==> src/rtl/sdram_rr_arbiter_if.sv <==
// Requester/controller bundle around sdram_rr_arbiter; the arbiter takes the slave modport.
// Handshake: req_valid[i] is held with stable addr/din/wmask until req_ready[i] pulses for one
// cycle; mem_valid is held with stable mem_* until mem_ready pulses for one cycle.
interface sdram_rr_arbiter_if #(
    parameter int NPORTS = 4,
    parameter int AW     = 25
);
    logic [NPORTS-1:0]    req_valid;
    logic [NPORTS*AW-1:0] req_addr;
    logic [NPORTS*32-1:0] req_din;
    logic [NPORTS*4-1:0]  req_wmask;
    logic [NPORTS-1:0]    req_ready;
    logic [31:0]          req_dout;
    logic                 mem_valid;
    logic [AW-1:0]        mem_addr;
    logic [31:0]          mem_din;
    logic [3:0]           mem_wmask;
    logic [31:0]          mem_dout;
    logic                 mem_ready;

    modport slave (
        input  req_valid, req_addr, req_din, req_wmask, mem_dout, mem_ready,
        output req_ready, req_dout, mem_valid, mem_addr, mem_din, mem_wmask
    );

    modport master (
        output req_valid, req_addr, req_din, req_wmask, mem_dout, mem_ready,
        input  req_ready, req_dout, mem_valid, mem_addr, mem_din, mem_wmask
    );
endinterface

==> src/rtl/sdram_rr_arbiter.sv <==
// Round-robin arbiter sharing one SDRAM controller port among NPORTS requesters.
// Define SDRAM_ARB_FIXED_PRIO_EN for fixed priority (lowest index wins) instead of round-robin.
module sdram_rr_arbiter #(
    parameter int NPORTS = 4,
    parameter int AW     = 25
) (
    input  logic                 clk,
    input  logic                 resetn,
    sdram_rr_arbiter_if.slave    bus,
    output logic [1:0]           dbg_state
);
    localparam int GW = (NPORTS > 2) ? $clog2(NPORTS) : 1;

    typedef enum logic [1:0] {IDLE = 2'd0, BUSY = 2'd1, RELEASE = 2'd2} state_t;

    state_t            state_q, state_d;
    logic [GW-1:0]     grant_q, grant_d;
    logic [GW-1:0]     last_q, last_d;
    logic [GW-1:0]     win;
    logic              any_req;
    logic              mem_valid_q, mem_valid_d;
    logic [AW-1:0]     mem_addr_q, mem_addr_d;
    logic [31:0]       mem_din_q, mem_din_d;
    logic [3:0]        mem_wmask_q, mem_wmask_d;
    logic [NPORTS-1:0] req_ready_q, req_ready_d;
    logic [31:0]       req_dout_q, req_dout_d;
    logic [AW-1:0]     sel_addr;
    logic [31:0]       sel_din;
    logic [3:0]        sel_wmask;

    assign any_req = |bus.req_valid;

`ifdef SDRAM_ARB_FIXED_PRIO_EN
    always_comb begin
        win = '0;
        for (int i = NPORTS - 1; i >= 0; i--) begin
            if (bus.req_valid[i]) win = GW'(i);
        end
    end
`else
    // Scan starts just after the last served port, so it comes last in the next round.
    logic [GW-1:0] cand;
    logic          found;
    always_comb begin
        win   = '0;
        cand  = '0;
        found = 1'b0;
        for (int k = 1; k <= NPORTS; k++) begin
            cand = GW'((int'(last_q) + k) % NPORTS);
            if (!found && bus.req_valid[cand]) begin
                win   = cand;
                found = 1'b1;
            end
        end
    end
`endif

    always_comb begin
        sel_addr  = '0;
        sel_din   = '0;
        sel_wmask = '0;
        for (int i = 0; i < NPORTS; i++) begin
            if (win == GW'(i)) begin
                sel_addr  = bus.req_addr[i*AW +: AW];
                sel_din   = bus.req_din[i*32 +: 32];
                sel_wmask = bus.req_wmask[i*4 +: 4];
            end
        end
    end

    always_ff @(posedge clk) begin
        if (!resetn) begin
            state_q     <= IDLE;
            grant_q     <= '0;
            last_q      <= GW'(NPORTS - 1);
            mem_valid_q <= 1'b0;
            mem_addr_q  <= '0;
            mem_din_q   <= '0;
            mem_wmask_q <= '0;
            req_ready_q <= '0;
            req_dout_q  <= '0;
        end else begin
            state_q     <= state_d;
            grant_q     <= grant_d;
            last_q      <= last_d;
            mem_valid_q <= mem_valid_d;
            mem_addr_q  <= mem_addr_d;
            mem_din_q   <= mem_din_d;
            mem_wmask_q <= mem_wmask_d;
            req_ready_q <= req_ready_d;
            req_dout_q  <= req_dout_d;
        end
    end

    always_comb begin
        state_d = state_q;
        case (state_q)
            IDLE:    if (any_req) state_d = BUSY;
            BUSY:    if (bus.mem_ready) state_d = RELEASE;
            RELEASE: state_d = IDLE;
            default: state_d = IDLE;
        endcase
    end

    // Next values for the registered outputs; RELEASE never arbitrates so valid can drop.
    always_comb begin
        grant_d     = grant_q;
        last_d      = last_q;
        mem_valid_d = mem_valid_q;
        mem_addr_d  = mem_addr_q;
        mem_din_d   = mem_din_q;
        mem_wmask_d = mem_wmask_q;
        req_ready_d = req_ready_q;
        req_dout_d  = req_dout_q;
        case (state_q)
            IDLE: begin
                if (any_req) begin
                    grant_d     = win;
                    mem_valid_d = 1'b1;
                    mem_addr_d  = sel_addr;
                    mem_din_d   = sel_din;
                    mem_wmask_d = sel_wmask;
                end
            end
            BUSY: begin
                if (bus.mem_ready) begin
                    mem_valid_d = 1'b0;
                    req_dout_d  = bus.mem_dout;
                    last_d      = grant_q;
                    for (int i = 0; i < NPORTS; i++) begin
                        req_ready_d[i] = (grant_q == GW'(i));
                    end
                end
            end
            RELEASE: req_ready_d = '0;
            default: req_ready_d = '0;
        endcase
    end

    assign bus.mem_valid = mem_valid_q;
    assign bus.mem_addr  = mem_addr_q;
    assign bus.mem_din   = mem_din_q;
    assign bus.mem_wmask = mem_wmask_q;
    assign bus.req_ready = req_ready_q;
    assign bus.req_dout  = req_dout_q;
    assign dbg_state     = state_q;
endmodule

==> src/flat_wrapper.sv <==
// flat-port wrapper written by rule: the top's interface ports become plain ports
module sdram_rr_arbiter_flat 
#(
    parameter int NPORTS = 4,
    parameter int AW     = 25
)
  (clk, resetn, dbg_state, bus_req_valid, bus_req_addr, bus_req_din, bus_req_wmask, bus_mem_dout, bus_mem_ready, bus_req_ready, bus_req_dout, bus_mem_valid, bus_mem_addr, bus_mem_din, bus_mem_wmask);
  sdram_rr_arbiter_if #(.NPORTS(NPORTS), .AW(AW)) bus_i ();
  input  logic clk;
  input  logic resetn;
  output logic [1:0] dbg_state;
  input wire logic [$bits(bus_i.req_valid)-1:0] bus_req_valid;
  input wire logic [$bits(bus_i.req_addr)-1:0] bus_req_addr;
  input wire logic [$bits(bus_i.req_din)-1:0] bus_req_din;
  input wire logic [$bits(bus_i.req_wmask)-1:0] bus_req_wmask;
  input wire logic [$bits(bus_i.mem_dout)-1:0] bus_mem_dout;
  input wire logic [$bits(bus_i.mem_ready)-1:0] bus_mem_ready;
  output wire logic [$bits(bus_i.req_ready)-1:0] bus_req_ready;
  output wire logic [$bits(bus_i.req_dout)-1:0] bus_req_dout;
  output wire logic [$bits(bus_i.mem_valid)-1:0] bus_mem_valid;
  output wire logic [$bits(bus_i.mem_addr)-1:0] bus_mem_addr;
  output wire logic [$bits(bus_i.mem_din)-1:0] bus_mem_din;
  output wire logic [$bits(bus_i.mem_wmask)-1:0] bus_mem_wmask;
  assign bus_i.req_valid = bus_req_valid;
  assign bus_i.req_addr = bus_req_addr;
  assign bus_i.req_din = bus_req_din;
  assign bus_i.req_wmask = bus_req_wmask;
  assign bus_i.mem_dout = bus_mem_dout;
  assign bus_i.mem_ready = bus_mem_ready;
  assign bus_req_ready = bus_i.req_ready;
  assign bus_req_dout = bus_i.req_dout;
  assign bus_mem_valid = bus_i.mem_valid;
  assign bus_mem_addr = bus_i.mem_addr;
  assign bus_mem_din = bus_i.mem_din;
  assign bus_mem_wmask = bus_i.mem_wmask;
  sdram_rr_arbiter #(.NPORTS(NPORTS), .AW(AW)) u_core (.clk(clk), .resetn(resetn), .bus(bus_i), .dbg_state(dbg_state));
endmodule
==> config.mk <==
export PLATFORM = sky130hd
export DESIGN_NAME = sdram_rr_arbiter_flat
export DESIGN_NICKNAME = d
export VERILOG_FILES = /design/src/rtl/sdram_rr_arbiter_if.sv /design/src/rtl/sdram_rr_arbiter.sv /design/src/flat_wrapper.sv
export SDC_FILE = /design/constraint.sdc
export NUM_CORES = 1
export LEC_CHECK = 0
export ABC_AREA = 1
export BUFFER_PORTS_ARGS = -buffer_cell sky130_fd_sc_hd__buf_2
export CORE_AREA = 2 2 148 150
export CTS_BUF_LIST = sky130_fd_sc_hd__clkbuf_8
export DETAILED_ROUTE_END_ITERATION = 6
export DIE_AREA = 0 0 150 152
export PLACE_DENSITY = 0.66
export SLEW_MARGIN = 20
export SYNTH_ARGS = -nofsm -noshare
export SYNTH_HDL_FRONTEND = slang
export SYNTH_SLANG_ARGS = --single-unit
==> constraint.sdc <==
create_clock -name clk -period 2 [get_ports clk]
set_input_delay 0 -clock clk [delete_from_list [all_inputs] [get_ports clk]]
set_output_delay 0 -clock clk [all_outputs]
set_load 0.01 [all_outputs]
==> summary.md, run 1 <==
| Metric | Value |
|---|---|
| Worst Setup Start Kind | register |
| Post-detailed-route DRC marker count | 3 |
| Skew final | 0.0137 ns |
| Fmax | 0.466 GHz |
| Min Tclk post-route | 2.15 ns |
| Pwr dens | ~800 nW/µm² |
| Final setup fails | 61 |
| FF-to-FF setup slack | -0.15 ns |
| DR iter-0 viols | 726 |
| Routed vias/inst | slightly above 5 |
| Initial Util | roughly a quarter |
| Layout cell share with drive strength beyond 1 | a little under two fifths |
| GRT overflow | 0 |
| Clock Sink Count | roughly 100 |
| Most frequent cells in the layout | 382 x buf_2, 189 x nand2_1, 131 x dlygate4sd3_1 |
| First-pass GRT wire length | around 42 mm |
| Die Height | 152 µm |
| Slew Viols, Final | 0 |
| CP Data Required Time | 2.25 ns |
| Synth top area cells | dfxtp_1 36%, nand2_1 14%, nand4_1 14%, nand3_1 11%, a21oi_1 6.1% |
| R2R Path Start | u_core.last_q[0] |
| Clock tree buffer depth | 2 |
| Drt total wl | between 20 and 30 mm |
| Worst Setup Slack, final | -0.147 ns |
| Yosys top cell by area | dfxtp_1 |
| Core Area | about 21,000 µm² |
| Worst setup path startpoint | u_core.last_q[0] |
| GRT Total Usage | about a quarter |
| Final Hold Fails | 0 |
| Net count, final | between 1,500 and 2,000 |
| Post-route ant nets | 0 |
| Reg2Reg Depth | 16 |
| DP Area | between 8000 and 9000 µm² |
| Synth top area share | ~36% |
| CP max FO | 8 |
| Crit path to | u_core.bus.mem_wmask[0] |
| Status | finished, violations left |
| Fin area | about 10,000 µm² |
| Worst min path class | in2reg |
| Worst slew pin tran | 0.521 ns |
| Clock root buffer | clkbuf_8 |
| Rel. slew slack | ~65% |
| Worst-Skew Late Latency | between 0.3 and 0.4 ns |
| Initial antenna violation count | 6 |
| Largest net degree at the start of global routing | 71 |
| Clk slew on worst S/H paths | between 0.1 and 0.15 ns |
| Syn Area/Cell | 6.59 µm² |
| Yosys warning total | 0 |
| Leakage power total | around 4.9 nW |
| Max IR drop VDD | between 0.3 and 0.4 mV |
| Synthesized net count | around 1,100 |
| Crit end category | register |
| Period utilization | 107% |
| Clock buffer count from CTS | 9 |
| Vias in the first global route | 8,139 |
| DP HPWL | between 15 and 20 mm |
| RR Endpoint | u_core.bus.mem_wmask[0] |
| Max-cap violations | 0 |
| CP Class | reg2reg |
| Area of the die | between 20,000 and 25,000 µm² |
| Pre-CTS WS | -0.0493 ns |
| Die W | around 150 µm |
| Violated checks | DRC, setup timing |
| Sequential share of the synthesized area | between 30 and 40% |
| DRT Pass-1 Iters | 7 |
| Commonest non-fill, non-tap cell in the layout | buf_2 |
| Post-Syn Area | about 5700 µm² |
| H-tree depth | 3 |
| Area Growth Syn to Fin | 80.5% |
| Wire per inst | between 15 and 20 µm |
| Register bit total from synthesis | 104 |
| Via count | 8,670 |
| TritonCTS clock tree | done |
| PortBufs | 382 |
| Arr. time, crit path | around 2.4 ns |
| GPL Wtd Cong | roughly 0.91 |
| Number of library cell types mapped by synthesis | 25 |
| Rows | 54 |
| Ports | ~380 |
| RSZ-0062 raised after global routing | true |
| Mapped Cells | a little under 900 |
==> timing repair <==
item                                    4_1_cts  5_1_grt
cloned                                        4        6
endpoints found under the setup margin       59       61
setup buffers                                 8        6
pin swaps                                     4       19
hold buffers                                131        0
hold endpoints to repair                     89        0
resized for setup                            20       49
==> layer usage <==
layer / up-vias / GRT usage [%] / wire [µm]
met5: - / 0 / 31
met4: 4 / 10.1 / 1120
met3: 94 / 6.40 / 3090
met2: 564 / 40.2 / 14000
met1: 3948 / 27.1 / 11100
li1: 4060 / - / -
==> flip-flops by register name, indices dropped and copies added (netlist names) <==
name,count
u_core.bus.mem_wmask,4
u_core.bus.req_ready,4
u_core.last_q,2
u_core.dbg_state,2
u_core.bus.mem_din,32
u_core.bus.req_dout,32
u_core.grant_q,2
u_core.bus.mem_addr,25
u_core.bus.mem_valid,1
==> cells in the mapped netlist <==
library cell / instances
nand2_1: 218
nand3_1: 126
nand4_1: 124
dfxtp_1: 104
nor2_1: 71
a21oi_1: 69
clkbuf_1: 47
o21ai_0: 34
buf_2: 29
inv_1: 11
nand2_2: 7
inv_2: 5
buf_6: 3
or4_1: 3
nand2_4: 2
nor2_4: 2
nor4_1: 2
o211ai_1: 2
buf_4: 1
clkinv_1: 1
nand3b_1: 1
nand4_4: 1
nor2_2: 1
o21ai_2: 1
o21bai_1: 1
==> worst max-delay path, stage by stage, from the launching register on <==
cell	delay (ns)
dfxtp_4	0.38
buf_6	0.12
nand2_2	0.05
nand2_2	0.08
nand2_4	0.09
nand2_4	0.07
nor2_4	0.16
nand3b_1	0.16
nand2_4	0.16
nor2_4	0.05
buf_4	0.13
buf_6	0.11
buf_12	0.14
nand2_1	0.06
nand4_1	0.10
nand2_1	0.08
a21oi_1	0.06
==> metrics by stage <==
stage,cells,setup TNS [ns],util (%),power (mW),hold slack (ns)
after detailed placement,1495,-0.534,38.3,5.98,0.230
after global routing,1670,-12.42,48.2,8.78,0.0174
after floorplan,866,0,-,4.50,0.135
final,1670,-5.13,48.2,8.24,0.0190
after global placement,1495,0,38.3,5.94,0.220
after CTS,1654,-1.73,46.4,7.84,0.000525
==> logic make-up (layout without fill, tap and decap cells) <==
logic type,count (synthesis),after routing,share of synthesized area [%]
other,0,4,0
and+or+nand+nor,558,558,46.4
buffers and inverters,97,617,7.48
AOI/OAI and AO/OA,107,107,9.58
DFF,104,104,36.5
==> area by class of cell <==
class                           count  area [µm²]
Fill cell                        2063       11100
Antenna cell                        4        10.0
Sequential cell                   104        2090
Inverter                           17        68.8
Multi-Input combinational cell    665        3390
Tap cell                          280         350
Timing Repair Buffer              584        4230
Clock buffer                        9         124
Clock inverter                      7        40.0
==> power by group <==
group / switching (mW) / total [mW] / internal, mW
Clock: 0.801 / 1.25 / 0.445
Sequential: 0.159 / 2.53 / 2.37
Combinational: 2.42 / 4.46 / 2.04
Total: 3.38 / 8.24 / 4.86
==> how the worst min path moves through the flow <==
stage	end	cells after the start	start	slack, ns
2_1_floorplan	u_core.bus.req_dout[0]	2	bus_mem_dout[0]	0.13
4_1_cts	u_core.bus.mem_wmask[3]	5	bus_req_wmask[11]	0.0005
5_1_grt	u_core.bus.mem_addr[17]	5	bus_req_addr[67]	0.02
3_5_place_dp	u_core.bus.req_dout[21]	3	bus_mem_dout[21]	0.23
3_3_place_gp	u_core.bus.req_dout[19]	3	bus_mem_dout[19]	0.22
6_report	u_core.bus.mem_addr[11]	5	bus_req_addr[11]	0.02
(Power assumes the default switching activity.)
==> run 2, diff against run 1 <==
--- a/config.mk
+++ b/config.mk
@@ -11,6 +11,7 @@
 export CTS_BUF_LIST = sky130_fd_sc_hd__clkbuf_8
 export DETAILED_ROUTE_END_ITERATION = 6
 export DIE_AREA = 0 0 150 152
+export GPL_TIMING_DRIVEN = 0
 export PLACE_DENSITY = 0.66
 export SLEW_MARGIN = 20
 export SYNTH_ARGS = -nofsm -noshare
==> constraint.sdc (replaced) <==
create_clock -name clk -period 2 [get_ports clk]
set_input_delay 0.2 -clock clk [delete_from_list [all_inputs] [get_ports clk]]
set_output_delay 0.2 -clock clk [all_outputs]
set_load 0.01 [all_outputs]
==> summary.md, run 2 (synthesis gave the netlist of run 1 again) <==
| Metric | Value |
|---|---|
| RR Endpoint | u_core.bus.mem_din[2] |
| Period utilization | 109% (+2.0 points) |
| FF-to-FF setup slack | -0.19 ns (-0.04 ns) |
| DP HPWL | 21.5 mm (+17%) |
| Die Height | 152 µm (unchanged) |
| R2R Path Start | u_core.last_q[0] |
| Crit end category | register |
| CP max FO | 8 (unchanged) |
| Slowest stage delay, CP | 0.35 ns (-0.03 ns) |
| Layout cell share with drive strength beyond 1 | 42.5% (+4.7 points) |
| Reg2Reg Depth | 13 (-3) |
| Clock root buffer | clkbuf_8 |
| RSZ-0062 raised after global routing | true |
| Arr. time, crit path | 2.43 ns (+0.03 ns) |
| Most frequent cells in the layout | 391 x buf_2, 193 x nand2_1, 124 x nand4_1 |
| Slowest cell on the critical path | dfxtp_2 |
| Cell mode on critical path | nand2_2 |
| Worst-Skew Late Latency | 0.38 ns (about the same) |
| Worst slew pin tran | 0.724 ns (+0.203 ns) |
| Ports | 383 (unchanged) |
| TritonCTS clock tree | done |
| Clock Sink Count | 104 (unchanged) |
| Initial antenna violation count | 4 (-2) |
| CP Data Required Time | 2.24 ns (about the same) |
| Skew final | 0.0164 ns (+0.00271 ns) |
| H-tree depth | 3 (unchanged) |
| Leakage power total | 4.34 nW (-12%) |
| Rows | 54 (unchanged) |
| DR iter-0 viols | 536 (-26%) |
| Clk slew on worst S/H paths | 0.12 ns (about the same) |
| Slew Viols, Final | 0 (unchanged) |
| Wire per inst | 18.1 µm (+2.8%) |
| Clock buffer count from CTS | 9 (unchanged) |
| Net count, final | 1,564 (-6.0%) |
| Core Util, Final | 41.9% (-6.3 points) |
| Final setup fails | 61 (unchanged) |
| Post-detailed-route DRC marker count | 0 (-3) |
| GPL Wtd Cong | 0.954 (+4.5%) |
| Min Tclk post-route | 2.19 ns (+0.0408 ns) |
| Rel. slew slack | 51.7% (-14 points) |
| First-pass GRT wire length | 41.0 mm (-3.1%) |
| Worst min path class | in2reg |
| Max IR drop VDD | 0.312 mV (-4.7%) |
| Vias in the first global route | 7,584 (-6.8%) |
| Total power of the final layout | 8.10 mW (-1.7%) |
| Initial Util | 26.7% (unchanged) |
| Area of the die | 22,800 µm² (unchanged) |
| Pwr dens | 906 nW/µm² (+13%) |
| Final Hold Fails | 0 (unchanged) |
| Status | finished, violations left |
| HP Start | bus_mem_dout[17] |
| Core Area | 21,400 µm² (unchanged) |
| GRT overflow | 0 (unchanged) |
| Worst Setup Start Kind | register |
| Hold Path Stages | 3 (-2) |
| Worst Setup Slack, final | -0.187 ns (-0.0408 ns) |
| Fmax | 0.457 GHz (-1.9%) |
| CP cell instances | buf_6 > nand2_2 > nand2_2 > o21ai_2 > nand4_4 > nand2_8 > nor2_4 > buf_6 > buf_12 > nand2_2 > nand4_1 > nand2_2 > a21oi_2 |
| Fillers | 2,288 (+11%) |
| Post-route ant nets | 0 (unchanged) |
| GRT Total Usage | 23.3% (-0.19 points) |
| Violated checks | setup timing |
| Via count | 8,076 (-6.9%) |
| CP Class | reg2reg |
| Die W | 150 µm (unchanged) |
| Commonest non-fill, non-tap cell in the layout | buf_2 |
| Pre-CTS WS | -0.722 ns (-0.673 ns) |
| Drt total wl | 28.4 mm (-3.4%) |
| Clock tree buffer depth | 2 (unchanged) |
| Max-cap violations | 0 (unchanged) |
| DRT Pass-1 Iters | 5 (-2) |
| PortBufs | 382 (unchanged) |
| Hold Crit Endpoint | u_core.bus.req_dout[17] |
| Largest net degree at the start of global routing | 17 (-76%) |
| Routed vias/inst | 5.15 (-0.86%) |
| Area Growth Syn to Fin | 56.8% |
==> run 2: cell types whose count changed in the layout (fill, tap and decap cells not counted), sizes merged <==
cell / previous run / this run
bufbuf: 1 / 0
diode: 4 / 3
clkbuf: 15 / 52
buf: 446 / 441
dlygate4sd3: 131 / 0
clkinvlp: 2 / 1
bufinv: 0 / 1
==> run 2: worst max path at each step <==
stage	slack [ns]	end	start	cells past startpoint
finish	-0.19	u_core.bus.mem_din[2]	u_core.last_q[0]	13
global route	-0.30	u_core.bus.mem_addr[21]	u_core.last_q[0]	14
CTS	-0.18	u_core.bus.mem_din[2]	u_core.last_q[0]	16
detailed placement	-0.72	u_core.bus.mem_din[2]	u_core.last_q[1]	13
global placement	-0.66	u_core.bus.mem_din[2]	u_core.last_q[1]	13
floorplan	0.16	u_core.bus.mem_addr[12]	u_core.last_q[0]	15
==> run 2: per-layer routing <==
layer	global-route usage (%)	share of wire [%]	up-vias	wire [µm]
li1	-	-	3862	-
met5	0	0.046	-	13
met1	28.8	42	3756	11900
met3	4.47	8.2	44	2310
met4	8.72	2.5	2	717
met2	39.7	47	412	13500
==> run 2: area by class of cell <==
type	count	area [µm²]	share of cell area [%]
timing repair buffer	407	2200	24.6
multi-input combinational	665	3410	38.1
buffer	77	633	7.08
tap	280	350	3.92
antenna	3	7.51	0.0839
sequential	104	2090	23.3
clock buffer	9	124	1.38
inverter	17	67.6	0.755
clock inverter	7	63.8	0.713
==> run 2: through the flow <==
stage / hold slack, ns / instances / TNS (ns) / cell area [µm²]
2_1_floorplan: 0.335 / 866 / 0 / 5710
3_3_place_gp: 0.420 / 1528 / -34.19 / 7970
3_5_place_dp: 0.429 / 1528 / -36.64 / 7970
4_1_cts: 0.00953 / 1560 / -5.77 / 8600
5_1_grt: 0.00898 / 1569 / -14.06 / 8940
6_report: 0.0389 / 1569 / -5.32 / 8940
==> run 2: timing repair <==
action,CTS,global route
cloned,1,3
pin swaps,14,26
endpoints found under the setup margin,95,80
hold buffers,0,0
resized for setup,93,80
buffers inserted,17,5
==> run 2: critical path, delay by kind of cell, from the launching register on <==
family / cells / cell delay [ns]
AOI/OAI and AO/OA: 2 / 0.35
DFF: 1 / 0.35
buffers and inverters: 3 / 0.41
and+or+nand+nor: 8 / 0.93
==> run 2: where the power goes <==
part           internal (mW)  leakage, nW  switching (mW)  total [mW]
Sequential              2.37        0.855           0.160        2.53
Clock                  0.574        0.107           0.808        1.38
Combinational           1.74         3.38            2.44        4.18
Total                   4.69         4.34            3.41        8.10
==> run 3, diff against run 2 <==
--- a/config.mk
+++ b/config.mk
@@ -7,12 +7,13 @@
 export LEC_CHECK = 0
 export ABC_AREA = 1
 export BUFFER_PORTS_ARGS = -buffer_cell sky130_fd_sc_hd__buf_2
-export CORE_AREA = 2 2 148 150
+export CORE_AREA = 2 2 147 149
 export CTS_BUF_LIST = sky130_fd_sc_hd__clkbuf_8
 export DETAILED_ROUTE_END_ITERATION = 6
-export DIE_AREA = 0 0 150 152
+export DIE_AREA = 0 0 149 151
 export GPL_TIMING_DRIVEN = 0
 export PLACE_DENSITY = 0.66
+export SETUP_SLACK_MARGIN = 0.4
 export SLEW_MARGIN = 20
 export SYNTH_ARGS = -nofsm -noshare
 export SYNTH_HDL_FRONTEND = slang
==> constraint.sdc (replaced) <==
create_clock -name clk -period 2.79 [get_ports clk]
set_input_delay 0.279 -clock clk [delete_from_list [all_inputs] [get_ports clk]]
set_output_delay 0.279 -clock clk [all_outputs]
set_load 0.01 [all_outputs]
==> summary.md, run 3 (synthesis gave the netlist of run 1 again) <==
| Metric | Value |
|---|---|
| Clk slew on worst S/H paths | 0.11 ns (about the same) |
| Worst Setup Slack, final | 0.550 ns (+0.737 ns) |
| CP max FO | 10 (+2) |
| Via count | 7,974 (-1.3%) |
| DP HPWL | 21.6 mm (+0.65%) |
| Initial Util | 27.4% (+0.68 points) |
| Clock root buffer | clkbuf_8 |
| CP cell instances | buf_6 > nand2_1 > nand2_1 > nand2_1 > nand2_2 > nor2_4 > nand3b_1 > nand2_4 > clkbuf_2 > nand3_1 > nand4_1 > nand2_1 > a21oi_2 |
| M2 GR Usage | 39.3% (-0.40 points) |
| Status | finished clean |
| Vias in the first global route | 7,381 (-2.7%) |
| Core Util, Final | 40.5% (-1.4 points) |
| H-tree depth | 3 (unchanged) |
| Leakage power total | 4.15 nW (-4.4%) |
| DR iter-0 viols | 617 (+15%) |
| Drt total wl | 27.8 mm (-2.1%) |
| GPL Wtd Cong | 0.953 (-0.16%) |
| Met1 usage | 28.0% (-0.80 points) |
| Post-route ant nets | 0 (unchanged) |
| Clock tree buffer depth | 2 (unchanged) |
| Slowest cell on the critical path | dfxtp_2 |
| Critical path buffers and inverters | 2 (-1) |
| Net count, final | 1,550 (-0.90%) |
| TritonCTS clock tree | done |
| RSZ-0062 raised after global routing | true |
| Final setup fails | 0 (-100%) |
| Post-detailed-route DRC marker count | 0 (unchanged) |
| Clock Sink Count | 104 (unchanged) |
| Skew final | 0.0123 ns (-0.00408 ns) |
| Largest net degree at the start of global routing | 18 (+1) |
| Routed vias/inst | 5.14 (-0.18%) |
| GR peak layer | met2 |
| Pre-CTS WS | 0.0294 ns (+0.751 ns) |
| Clock buffer count from CTS | 9 (unchanged) |
| Worst hold slack | 0.110 ns (+0.0714 ns) |
| Most frequent cells in the layout | 394 x buf_2, 217 x nand2_1, 126 x nand3_1 |
| Fmax | 0.446 GHz (-2.4%) |
| Area Growth Syn to Fin | 47.8% |
| Fillers | 2,274 (-0.61%) |
| Die Height | 151 µm (-0.66%) |
| Die W | 149 µm (-0.67%) |
| GRT overflow | 0 (unchanged) |
| Final Hold Fails | 0 (unchanged) |
| Rel. slew slack | 49.3% (-2.5 points) |
| GRT Total Usage | 23.0% (-0.21 points) |
| Slowest stage delay, CP | 0.34 ns (about the same) |
| Crit end category | register |
| Area of the die | 22,500 µm² (-1.3%) |
| Total Neg Setup Slack | 0 ns (+5.32 ns) |
| Cell mode on critical path | nand2_1 |
| Worst-Skew Late Latency | 0.39 ns (about the same) |
| Min Tclk post-route | 2.24 ns (+0.0530 ns) |
| Worst slew pin tran | 0.761 ns (+0.0372 ns) |
| Layout cell share with drive strength beyond 1 | 37.7% (-4.8 points) |
| Worst min path class | in2reg |
| Rows | 53 (-1.9%) |
| Ports | 383 (unchanged) |
| PortBufs | 382 (unchanged) |
| Slew Viols, Final | 0 (unchanged) |
| Grt met3 use | 5.72% (+1.2 points) |
| DRT Pass-1 Iters | 6 (+1) |
| Wire per inst | 17.9 µm (-1.0%) |
| CP Class | reg2reg |
| Pwr dens | 650 nW/µm² (-28%) |
| Arr. time, crit path | 2.56 ns (+0.13 ns) |
| CP Data Required Time | 3.11 ns (+0.87 ns) |
| Max IR drop VDD | 0.272 mV (-13%) |
| Largest delay share family, worst path | simple AND/OR/NAND/NOR gates |
| Core Area | 20,800 µm² (-2.5%) |
| Commonest non-fill, non-tap cell in the layout | buf_2 |
| First-pass GRT wire length | 39.8 mm (-3.0%) |
| Initial antenna violation count | 4 (unchanged) |
| Worst Setup Start Kind | register |
| Max-cap violations | 0 (unchanged) |
| Period utilization | 80.3% (-29 points) |
run 3: per-layer routing:
metal	wire (µm)	vias up
met2	13200	428
met1	11200	3632
met4	963	2
met3	2450	77
met5	11	-
li1	-	3835
run 3: final timing paths:
kind / slack (ns) / cells after the start / start / to
worst min register to register: 0.47 / 2 / u_core.bus.mem_din[11] / u_core.bus.mem_din[11]
worst max-delay path: 0.55 / 13 / u_core.last_q[0] / u_core.bus.mem_din[2]
worst max register to register: 0.55 / 13 / u_core.last_q[0] / u_core.bus.mem_din[2]
worst min-delay path: 0.11 / 3 / bus_mem_dout[26] / u_core.bus.req_dout[26]
run 3: repair_timing:
action / CTS / global route
setup buffers: 2 / 6
hold buffers: 0 / 0
setup endpoints to repair: 62 / 67
resized for setup: 10 / 67
pin swaps: 0 / 4
run 3: layout make-up:
class / count / area [µm²] / share of cell area [%]
Clock buffer: 10 / 138 / 1.63
Inverter: 17 / 63.8 / 0.757
Buffer: 80 / 469 / 5.56
Sequential cell: 104 / 2090 / 24.7
Timing Repair Buffer: 390 / 1980 / 23.5
Tap cell: 275 / 344 / 4.08
Clock inverter: 6 / 90.1 / 1.07
Multi-Input combinational cell: 665 / 3240 / 38.5
Antenna cell: 5 / 12.5 / 0.148
run 3: power by group:
group | internal [mW] | switching [mW] | total [mW]
Sequential | 1.70 | 0.116 | 1.82
Clock | 0.536 | 0.575 | 1.11
Combinational | 0.967 | 1.59 | 2.55
Total | 3.21 | 2.28 | 5.48
run 3: worst min-delay path: stages:
cell    delay (ns)
buf_2         0.07
nor2_1        0.03
nor2_1        0.08
run 3: through the flow:
stage | std cells | power, mW | instance area [µm²]
2_1_floorplan | 866 | 3.23 | 5710
6_report | 1552 | 5.48 | 8430
3_5_place_dp | 1523 | 4.20 | 7960
5_1_grt | 1549 | 5.84 | 8430
3_3_place_gp | 1523 | 4.18 | 7960
4_1_cts | 1541 | 5.36 | 8230
